===== config.mk =====
export PLATFORM = sky130hd
export DESIGN_NAME = keypad_move_scanner
export DESIGN_NICKNAME = d
export VERILOG_FILES = /design/src/rtl/keypad_move_scanner.sv
export SDC_FILE = /design/constraint.sdc
export NUM_CORES = 1
export LEC_CHECK = 0
export CORE_ASPECT_RATIO = 0.7
export CORE_MARGIN = 4
export CORE_UTILIZATION = 55
export CTS_CLUSTER_DIAMETER = 60
export DETAILED_ROUTE_END_ITERATION = 16
export DONT_BUFFER_PORTS = 1
export PLACE_DENSITY = 0.73
export SETUP_SLACK_MARGIN = 0.3
export SLEW_MARGIN = 20
export SYNTH_ARGS = -nofsm -noshare
export SYNTH_HDL_FRONTEND = slang
export SYNTH_SLANG_ARGS = --single-unit

===== constraint.sdc =====
create_clock -name clk -period 5 [get_ports clk]
set_clock_uncertainty 0.2 [all_clocks]
set_input_delay 0.5 -clock clk [delete_from_list [all_inputs] [get_ports clk]]
set_output_delay 0.5 -clock clk [all_outputs]
set_load 0.005 [all_outputs]

===== src/rtl/keypad_move_scanner.sv =====
// Keypad row scanner, frame debouncer and direction-pulse generator for the maze cursor.
// Define KEYPAD_REPEAT_EN to enable auto-repeat of the direction pulse while a key stays held.
module keypad_move_scanner #(
  parameter int SCAN_DIV      = 16384,
  parameter int DEBOUNCE      = 3,
  parameter int REPEAT_FRAMES = 20
) (
  input  logic       clk,
  input  logic       reset,
  input  logic [2:0] column,
  output logic [2:0] sel,
  output logic       up,
  output logic       down,
  output logic       left,
  output logic       right,
  output logic [3:0] key_code,
  output logic       key_valid
);

  localparam int              SLOT_W     = $clog2(SCAN_DIV);
  localparam logic [SLOT_W-1:0] SLOT_LAST = SLOT_W'(SCAN_DIV - 1);
  localparam logic [3:0]      DEB_TARGET = 4'(DEBOUNCE);
  localparam logic [3:0]      CODE_NONE  = 4'hF;

  // Row/pattern/code table for the four direction keys, indexed {k2,k4,k6,k8}.
  localparam logic [2:0] KEY_SEL [4] = '{3'd0, 3'd1, 3'd1, 3'd2};
  localparam logic [2:0] KEY_PAT [4] = '{3'b101, 3'b011, 3'b110, 3'b101};

  typedef enum logic [1:0] {
    ST_IDLE,
    ST_DEB,
    ST_HELD,
    ST_REL
  } state_t;

  // An illegal parameter set elaborates this marker so it shows up in reports.
  if (SCAN_DIV < 2 || DEBOUNCE < 1 || DEBOUNCE > 15 || REPEAT_FRAMES < 1) begin : g_bad_params
    logic bad_params_flag;
    assign bad_params_flag = 1'b1;
  end

  logic [SLOT_W-1:0] slot_cnt_reg;
  logic [2:0]        sel_reg;
  logic [3:0]        frame_vec_reg;
  logic [3:0]        key_hit;
  logic              slot_last;
  logic              frame_end;
  logic [3:0]        frame_code;

  state_t     state_reg;
  logic [3:0] cand_reg;
  logic [3:0] cnt_reg;
  logic [3:0] cnt_inc;
  logic [3:0] dir_reg;
  logic [3:0] key_code_reg;
  logic       key_valid_reg;

  assign slot_last = (slot_cnt_reg == SLOT_LAST);
  assign frame_end = slot_last && (sel_reg == 3'd5);
  assign cnt_inc   = (cnt_reg == 4'hF) ? 4'hF : cnt_reg + 4'd1;

  function automatic logic [3:0] dir_of(input logic [3:0] code);
    case (code)
      4'd2:    dir_of = 4'b1000;
      4'd8:    dir_of = 4'b0100;
      4'd4:    dir_of = 4'b0010;
      4'd6:    dir_of = 4'b0001;
      default: dir_of = 4'b0000;
    endcase
  endfunction

  // Slot counter and row select: sel moves on the edge that ends each slot.
  always_ff @(posedge clk) begin
    if (!reset) begin
      slot_cnt_reg <= '0;
      sel_reg      <= 3'd0;
    end else if (slot_last) begin
      slot_cnt_reg <= '0;
      sel_reg      <= (sel_reg == 3'd5) ? 3'd0 : sel_reg + 3'd1;
    end else begin
      slot_cnt_reg <= slot_cnt_reg + SLOT_W'(1);
    end
  end

  genvar gi;
  generate
    for (gi = 0; gi < 4; gi++) begin : g_key
      assign key_hit[gi] = (sel_reg == KEY_SEL[gi]) && (column == KEY_PAT[gi]);
    end
  endgenerate

  // Samples accumulate over slots 0..2; the frame is judged and cleared at frame end.
  always_ff @(posedge clk) begin
    if (!reset) begin
      frame_vec_reg <= 4'b0000;
    end else if (frame_end) begin
      frame_vec_reg <= 4'b0000;
    end else if (slot_last) begin
      frame_vec_reg <= frame_vec_reg | key_hit;
    end
  end

  always_comb begin
    frame_code = CODE_NONE;
    case (frame_vec_reg)
      4'b0001: frame_code = 4'd2;
      4'b0010: frame_code = 4'd4;
      4'b0100: frame_code = 4'd6;
      4'b1000: frame_code = 4'd8;
      default: frame_code = CODE_NONE;
    endcase
  end

`ifdef KEYPAD_REPEAT_EN
  localparam int              REP_W    = $clog2(REPEAT_FRAMES + 1);
  localparam logic [REP_W-1:0] REP_LAST = REP_W'(REPEAT_FRAMES - 1);
  logic [REP_W-1:0] rep_cnt_reg;
`endif

  always_ff @(posedge clk) begin
    if (!reset) begin
      state_reg     <= ST_IDLE;
      cand_reg      <= CODE_NONE;
      cnt_reg       <= 4'd0;
      dir_reg       <= 4'b0000;
      key_code_reg  <= CODE_NONE;
      key_valid_reg <= 1'b0;
`ifdef KEYPAD_REPEAT_EN
      rep_cnt_reg   <= '0;
`endif
    end else begin
      dir_reg <= 4'b0000;
      if (frame_end) begin
        case (state_reg)
          ST_IDLE: begin
            if (frame_code != CODE_NONE) begin
              cand_reg <= frame_code;
              cnt_reg  <= 4'd1;
              if (DEBOUNCE == 1) begin
                state_reg     <= ST_HELD;
                dir_reg       <= dir_of(frame_code);
                key_code_reg  <= frame_code;
                key_valid_reg <= 1'b1;
`ifdef KEYPAD_REPEAT_EN
                rep_cnt_reg   <= '0;
`endif
              end else begin
                state_reg <= ST_DEB;
              end
            end
          end
          ST_DEB: begin
            if (frame_code == CODE_NONE) begin
              state_reg <= ST_IDLE;
            end else if (frame_code != cand_reg) begin
              cand_reg <= frame_code;
              cnt_reg  <= 4'd1;
            end else begin
              cnt_reg <= cnt_inc;
              if (cnt_inc >= DEB_TARGET) begin
                state_reg     <= ST_HELD;
                dir_reg       <= dir_of(cand_reg);
                key_code_reg  <= cand_reg;
                key_valid_reg <= 1'b1;
`ifdef KEYPAD_REPEAT_EN
                rep_cnt_reg   <= '0;
`endif
              end
            end
          end
          ST_HELD: begin
            if (frame_code == cand_reg) begin
`ifdef KEYPAD_REPEAT_EN
              if (rep_cnt_reg == REP_LAST) begin
                rep_cnt_reg <= '0;
                dir_reg     <= dir_of(cand_reg);
              end else begin
                rep_cnt_reg <= rep_cnt_reg + REP_W'(1);
              end
`endif
            end else begin
              cnt_reg <= 4'd1;
              if (DEBOUNCE == 1) begin
                state_reg     <= ST_IDLE;
                key_code_reg  <= CODE_NONE;
                key_valid_reg <= 1'b0;
              end else begin
                state_reg <= ST_REL;
              end
            end
          end
          ST_REL: begin
            // A returning candidate resumes the hold silently: no second press.
            if (frame_code == cand_reg) begin
              state_reg <= ST_HELD;
`ifdef KEYPAD_REPEAT_EN
              rep_cnt_reg <= '0;
`endif
            end else begin
              cnt_reg <= cnt_inc;
              if (cnt_inc >= DEB_TARGET) begin
                state_reg     <= ST_IDLE;
                key_code_reg  <= CODE_NONE;
                key_valid_reg <= 1'b0;
              end
            end
          end
          default: state_reg <= ST_IDLE;
        endcase
      end
    end
  end

  assign sel                     = sel_reg;
  assign {up, down, left, right} = dir_reg;
  assign key_code                = key_code_reg;
  assign key_valid               = key_valid_reg;

endmodule


==> results of run 1 <==
## synthesized netlist by cell type, drive strengths merged, types with 3 or more instances
| master | n | area (µm²) |
|---|---|---|
| dfxtp | 40 | 801 |
| nor2 | 32 | 120 |
| a21oi | 15 | 78.8 |
| nand2 | 15 | 56.3 |
| inv | 12 | 45.0 |
| nand3 | 10 | 55.1 |
| xor2 | 10 | 87.6 |
| nor3 | 9 | 45.0 |
| buf | 7 | 56.3 |
| mux2i | 7 | 82.6 |
| nand4 | 7 | 50.1 |
| o21ai | 7 | 35.0 |
| and3 | 6 | 42.5 |
| clkbuf | 6 | 42.5 |
| xnor2 | 5 | 43.8 |
| a31oi | 4 | 31.3 |
| and2 | 4 | 25.0 |
| nor3b | 4 | 40.0 |
| a211oi | 3 | 22.5 |
| nand2b | 3 | 18.8 |
| o22ai | 3 | 38.8 |
## cells in the final DEF, fill, tap and decap left out, types with 6 or more instances in the layout
| cell | count |
|---|---|
| dfxtp_1 | 40 |
| nor2_1 | 32 |
| nand2_1 | 15 |
| a21oi_1 | 14 |
| inv_1 | 12 |
| xor2_1 | 10 |
| nand3_1 | 9 |
| nor3_1 | 9 |
| o21ai_0 | 7 |
| clkbuf_8 | 7 |
| nand4_1 | 6 |
| mux2i_1 | 6 |
## final cells by class
cell class / count / area, µm² / area share (%)
inverter: 12 / 45.0 / 1.99
clock buffer: 7 / 96.3 / 4.25
sequential: 40 / 801 / 35.3
tap: 50 / 62.6 / 2.76
clock inverter: 1 / 30.0 / 1.32
multi-input combinational: 179 / 1230 / 54.4
## worst min path at each step
stage	to	cells after the start
finish	cand_reg[0]	1
global placement	slot_cnt_reg[0]	1
global route	cand_reg[0]	1
CTS	cand_reg[0]	1
floorplan	slot_cnt_reg[0]	1
detailed placement	slot_cnt_reg[0]	1
## metrics by stage
stage | cells | power, mW | hold slack (ps) | worst slack [ps]
after floorplan | 244 | 0.341 | 230 | 2850
after global placement | 281 | 0.342 | 247 | 2470
after detailed placement | 281 | 0.342 | 255 | 2460
after CTS | 289 | 0.625 | 99.5 | 2430
after global routing | 289 | 0.644 | 95.0 | 2270
final | 289 | 0.620 | 107 | 2430
## layer usage
| metal | routed length (µm) | part of all wire [%] |
|---|---|---|
| met2 | 1720 | 40 |
| met1 | 2270 | 53 |
| met5 | 0 | 0 |
| met4 | 43 | 1.0 |
| met3 | 275 | 6.4 |
## cells by family (layout without fill, tap and decap cells)
logic type / count (synthesis) / after routing / share of synthesized area, %
AND/OR/NAND/NOR: 105 / 105 / 28.2
flip-flops: 40 / 40 / 36.8
multiplexers: 7 / 7 / 3.79
buffers and inverters: 25 / 20 / 6.60
XOR/XNOR: 15 / 15 / 6.03
AO/OA/AOI/OAI: 50 / 50 / 17.5
adder cells (fa/ha/maj): 2 / 2 / 1.15
## report_power, final
| group | internal [mW] | total [mW] | leakage [nW] | switching [mW] |
|---|---|---|---|---|
| registers | 0.321 | 0.324 | 0.323 | 0.00284 |
| clock network | 0.176 | 0.286 | 0.0645 | 0.110 |
| logic | 0.00390 | 0.0105 | 0.516 | 0.00657 |
| total | 0.501 | 0.620 | 0.903 | 0.119 |
==> results_dict.tcl, run 1 <==
set metrics [dict create \
    status "completed" \
    drc 0 \
    synth_area_per_cell_um2 8.93 \
    vdd_drop_max_v 0.000161 \
    fin_crit_sh_pct 51.5 \
    r2r-start "slot_cnt_reg[0]" \
    fin_crit_ps 2570 \
    cts_sinks 40 \
    core_um2 3670 \
    die_area_um2 5050 \
    rows 18 \
    start_util_pct 59.3 \
    worst-path-buf-inv 0 \
    cts_tree "yes" \
    grt_pass1_wl_um 7200 \
    cap_violations 0 \
    cts_max_path_buffers 2 \
    grt_max_degree 21 \
    postRouteWirelength_um 4310 \
    finalInstanceArea_um2 2270 \
    worstHoldStart "reset" \
    cp.arrival_ps 2550 \
    synth_edf_count 0 \
    synth_nets 251 \
    busiest_layer "met1" \
    synthCells 244 \
    nets 245 \
    place_area_um2 2140 \
    final-setup-viol-count 0 \
    numPortBuffers 0 \
    tightest_slew_ps 652 \
    post_cts_buffers 0 \
    rsz0062_at_grt "false" \
    p_leak_nw 0.903 \
    initialDrtViolationCount 109 \
    critical_path.top_delay_family "simple AND/OR/NAND/NOR gates" \
    synth_area_um2 2180 \
    crit_path_start_kind "register" \
    vias 1714 \
    grt_pass1_vias 1465 \
    slew_violations 0 \
    post_cts_resized 0 \
    async_flop_share_pct 0 \
    grtUsageMet1_pct 26.3 \
    crit_type "register to register" \
    detail_route.first_pass.iterations 4 \
    timing.fmax_ghz 0.388 \
    synthFlopType "dfxtp_1" \
    cts_buffers 5 \
    min_path_type "input port to register" \
    yosysUniqueCellTypes 62 \
    met2_usage_pct 25.2 \
    r2r-end "cand_reg[3]" \
    htreeDepth 2 \
    tns_ps 0 \
    largest_reg_flops 14 \
    ioPinCount 17 \
    fill_cells 300 \
    use_met3_pct 5.83 \
    crit_path_top_delay_cell "and4_1" \
    diodes 0 \
    die_h_um 60.7 \
    clock_latency_ps 290 \
    postCtsHoldBufs 0 \
    path_depth 7 \
    required_ps 4980 \
    critical_path.endpoint_type "register" \
    die_x_um 83.2 \
    overflow 0 \
    wl_per_cell_um 14.9 \
    cts_root_buf "clkbuf_8" \
    clk_pin_slew_ps 80 \
    crit_fanout 12 \
    r2r_slack_ps 2430 \
    startpoint "slot_cnt_reg[0]" \
    slew_headroom_pct 56.0 \
    groute.usage.overall_pct 18.0 \
    synth_seq_area_share_pct 36.8 \
    slowest_delay_ps 500 \
    pwr_density_cell_nw_per_um2 273 \
    final-hold-violation-count 0 \
    worstPathCellList "ha_1 -> nand2_1 -> nor3_1 -> and4_1 -> and2_1 -> o22ai_2 -> a311o_1" \
    post-dp-hpwl_um 3030 \
    drive_gt1_share_pct 12.6 \
    synth_warnings 0 \
    area_growth_pct 4.14 \
    critPathCapture "cand_reg[3]" \
    ys_ff_latch 40 \
    r2r_cells 7 \
    fin_util_pct 61.8 \
    drtAntennaViolNets 0 \
    via_per_inst 5.93 \
    antenna_found_initial 0 \
    routabilityCongestion 0.885 \
]
No activity file was read; power rests on OpenSTA's default activity.
==> inputs of run 2 (changes only) <==
--- a/config.mk
+++ b/config.mk
@@ -5,6 +5,7 @@
 export SDC_FILE = /design/constraint.sdc
 export NUM_CORES = 1
 export LEC_CHECK = 0
+export ABC_AREA = 1
 export CORE_ASPECT_RATIO = 0.7
 export CORE_MARGIN = 4
 export CORE_UTILIZATION = 55
==> constraint.sdc (replaced) <==
create_clock -name clk -period 2.57 [get_ports clk]
set_clock_uncertainty 0.2 [all_clocks]
set_input_delay 0.257 -clock clk [delete_from_list [all_inputs] [get_ports clk]]
set_output_delay 0.257 -clock clk [all_outputs]
set_load 0.005 [all_outputs]
==> run 2 against run 1 <==
  * Synthesized cell count grew 20%
  * Sequential power rose by 94%
  * Flip-flop and latch count unchanged
  * Setup slack worse by 2100 ps
  * Global-route usage up 2.2 points
  * Clock power is 58% higher
  * Fmax up 16%
  * Largest cell class unchanged
  * Register-to-register slack got worse by 2100 ps
  * Cell count grew 25%
  * Worst hold slack worse by 66 ps
  * Synthesized area decreased by 3.7%
  * Non-clock buffer count increased by 11
==> results_dict.tcl, run 2 <==
set metrics [dict create \
    status "completed" \
    timing.fmax_ghz 0.450 \
    cts_root_buf "clkbuf_8" \
    diodes 0 \
    synth_common_cells "50 x nor2_1, 49 x nand2_1, 40 x dfxtp_1" \
    startpoint "slot_cnt_reg[1]" \
    routabilityCongestion 0.808 \
    die_area_um2 4880 \
    yosys.area.top_type "dfxtp_1" \
    power_frac_comb_pct 2.8 \
    synth_warnings 0 \
    die_x_um 81.8 \
    synthMuxAreaShare_pct 0 \
    r2r-start "slot_cnt_reg[1]" \
    antenna_found_initial 0 \
    groute.usage.overall_pct 20.2 \
    p_clk_share_pct 40.6 \
    tightest_slew_ps 674 \
    nets 316 \
    synth_compound_area_share_pct 9.72 \
    final_cell_mix "49 x nor2_1, 47 x nand2_1, 36 x dfxtp_1, 32 x inv_1, 19 x nand3_1" \
    synth_top_area_share_pct 38.2 \
    crit_fanout 8 \
    drc 0 \
    p_leak_nw 1.03 \
    die_h_um 59.7 \
    pwr_density_cell_nw_per_um2 457 \
    fin_crit_sh_pct 86.4 \
    grt_max_degree 17 \
    dp.cells 341 \
    required_ps 2570 \
    yosysMostFrequentCell "nor2_1" \
    cts_sinks 40 \
    detail_route.first_pass.iterations 4 \
    final-hold-violation-count 0 \
    ys_top_cells_by_area "dfxtp_1 38%, nor2_1 8.9%, nand2_1 8.8%" \
    postRouteWirelength_um 4570 \
    p_sw_share_pct 23.1 \
    rsz0062_at_grt "true" \
    grt_pass1_vias 1544 \
    start_util_pct 58.2 \
    drive_gt1_share_pct 19.7 \
    synth_seq_area_share_pct 38.2 \
    critPathCapture "cnt_reg[1]" \
    slew_headroom_pct 54.9 \
    htreeDepth 2 \
    numPortBuffers 0 \
    mostFrequentLayoutCell "nor2_1" \
    pwr-share-seq_pct 56.6 \
    vdd_drop_max_v 0.000342 \
    synthAdderAreaFrac_pct 1.19 \
    cts_max_path_buffers 2 \
    via_per_inst 5.21 \
    r2r_slack_ps 350 \
    yosysUniqueCellTypes 34 \
    core_um2 3600 \
    synthCells 294 \
    area_growth_pct 15.7 \
    async_flop_share_pct 0 \
    crit_type "register to register" \
    cp.arrival_ps 2220 \
    synthFlopType "dfxtp_1" \
    largest_reg_flops 14 \
    post-dp-hpwl_um 3150 \
    ioPinCount 17 \
    ys_ff_latch 40 \
    synth_nets 301 \
    r2r_cells 14 \
    synth_area_um2 2100 \
    synth_top_family_by_area "simple AND/OR/NAND/NOR gates" \
    initialDrtViolationCount 130 \
    fin_crit_ps 2220 \
    overflow 0 \
    slew_violations 0 \
    stdcell_count 360 \
    r2r-end "cnt_reg[1]" \
    clock_latency_ps 300 \
    drtAntennaViolNets 0 \
    min_path_type "input port to register" \
    cts_tree "yes" \
    synth_edf_count 0 \
    critical_path.endpoint_type "register" \
    synth_xor_area_share_pct 2.92 \
    grt_pass1_wl_um 7370 \
    synth_area_per_cell_um2 7.14 \
    wl_per_cell_um 12.7 \
    crit_path_start_kind "register" \
    clk_pin_slew_ps 80 \
    final-setup-viol-count 0 \
    vias 1877 \
    cap_violations 0 \
    tns_ps 0 \
    p_int_uw 854 \
    p_sw_uw 256 \
    rows 18 \
    cts_buffers 5 \
    synth-simple-area-share_pct 40.5 \
]
==> run 2: metal layers <==
metal  track usage, %  up-vias  part of all wire, %
li1                 -      980                    -
met1             29.8      848                   52
met2             25.7       45                   40
met3             8.58        4                  6.2
met4             7.11        0                  1.1
met5                0        -                    0
==> run 2: worst min path at each step <==
stage,startpoint,endpoint,slack [ps],cells past startpoint
2_1_floorplan,column[0],frame_vec_reg[1],220,2
3_3_place_gp,reset,cand_reg[0],130,1
3_5_place_dp,reset,cand_reg[0],140,1
4_1_cts,reset,key_valid,30,2
5_1_grt,reset,key_valid,50,2
6_report,reset,key_valid,40,2
==> run 2: kinds of logic after synthesis <==
logic type | after synthesis
flip-flops | 40
AND/OR/NAND/NOR | 169
buffers and inverters | 41
AO/OA/AOI/OAI | 35
adder cells (fa/ha/maj) | 2
XOR/XNOR | 7
==> run 2: layout make-up <==
class,count,area (µm²)
clock buffer,6,82.6
clock inverter,2,15.0
fill,315,1170
inverter,38,143
multi-input combinational,213,1230
sequential,40,806
tap,50,62.6
timing repair buffer,11,92.6
==> run 2: timing repair <==
item | 4_1_cts | 5_1_grt
setup buffers | 0 | 7
hold buffers | 4 | 0
resized for setup | 0 | 26
endpoints found under the hold margin | 20 | 0
endpoints found under the setup margin | 0 | 20
==> run 2: worst max-delay path: stages, from the launching register on <==
cell     delay (ps)
dfxtp_2         360
ha_4            150
nand2_4          50
nor2_4          130
nand2_2          90
nor2_4          150
nand2_4          70
nor2_4          150
nand4_4         160
nor2_4          160
nand2_2          80
nor2_4          180
nand2_1          80
nand2_1          60
nor2_1           50
==> run 2: power groups by stage <==
stage / Sequential, mW / Clock (mW) / Combinational (mW)
finish: 0.628 / 0.451 / 0.0314
global route: 0.629 / 0.491 / 0.0358
CTS: 0.626 / 0.461 / 0.0267
detailed placement: 0.640 / 0 / 0.0177
global placement: 0.640 / 0 / 0.0177
floorplan: 0.640 / 0 / 0.0172
==> run 2: per-stage QoR <==
| stage | total power [mW] | hold slack, ps | utilization, % | worst slack, ps | cell area [µm²] |
|---|---|---|---|---|---|
| 2_1_floorplan | 0.657 | 217 | - | 552 | 2100 |
| 3_3_place_gp | 0.658 | 132 | 59.6 | 437 | 2150 |
| 3_5_place_dp | 0.658 | 137 | 59.6 | 341 | 2150 |
| 4_1_cts | 1.11 | 30.7 | 63.4 | 316 | 2280 |
| 5_1_grt | 1.16 | 53.1 | 67.4 | 196 | 2430 |
| 6_report | 1.11 | 40.5 | 67.4 | 350 | 2430 |
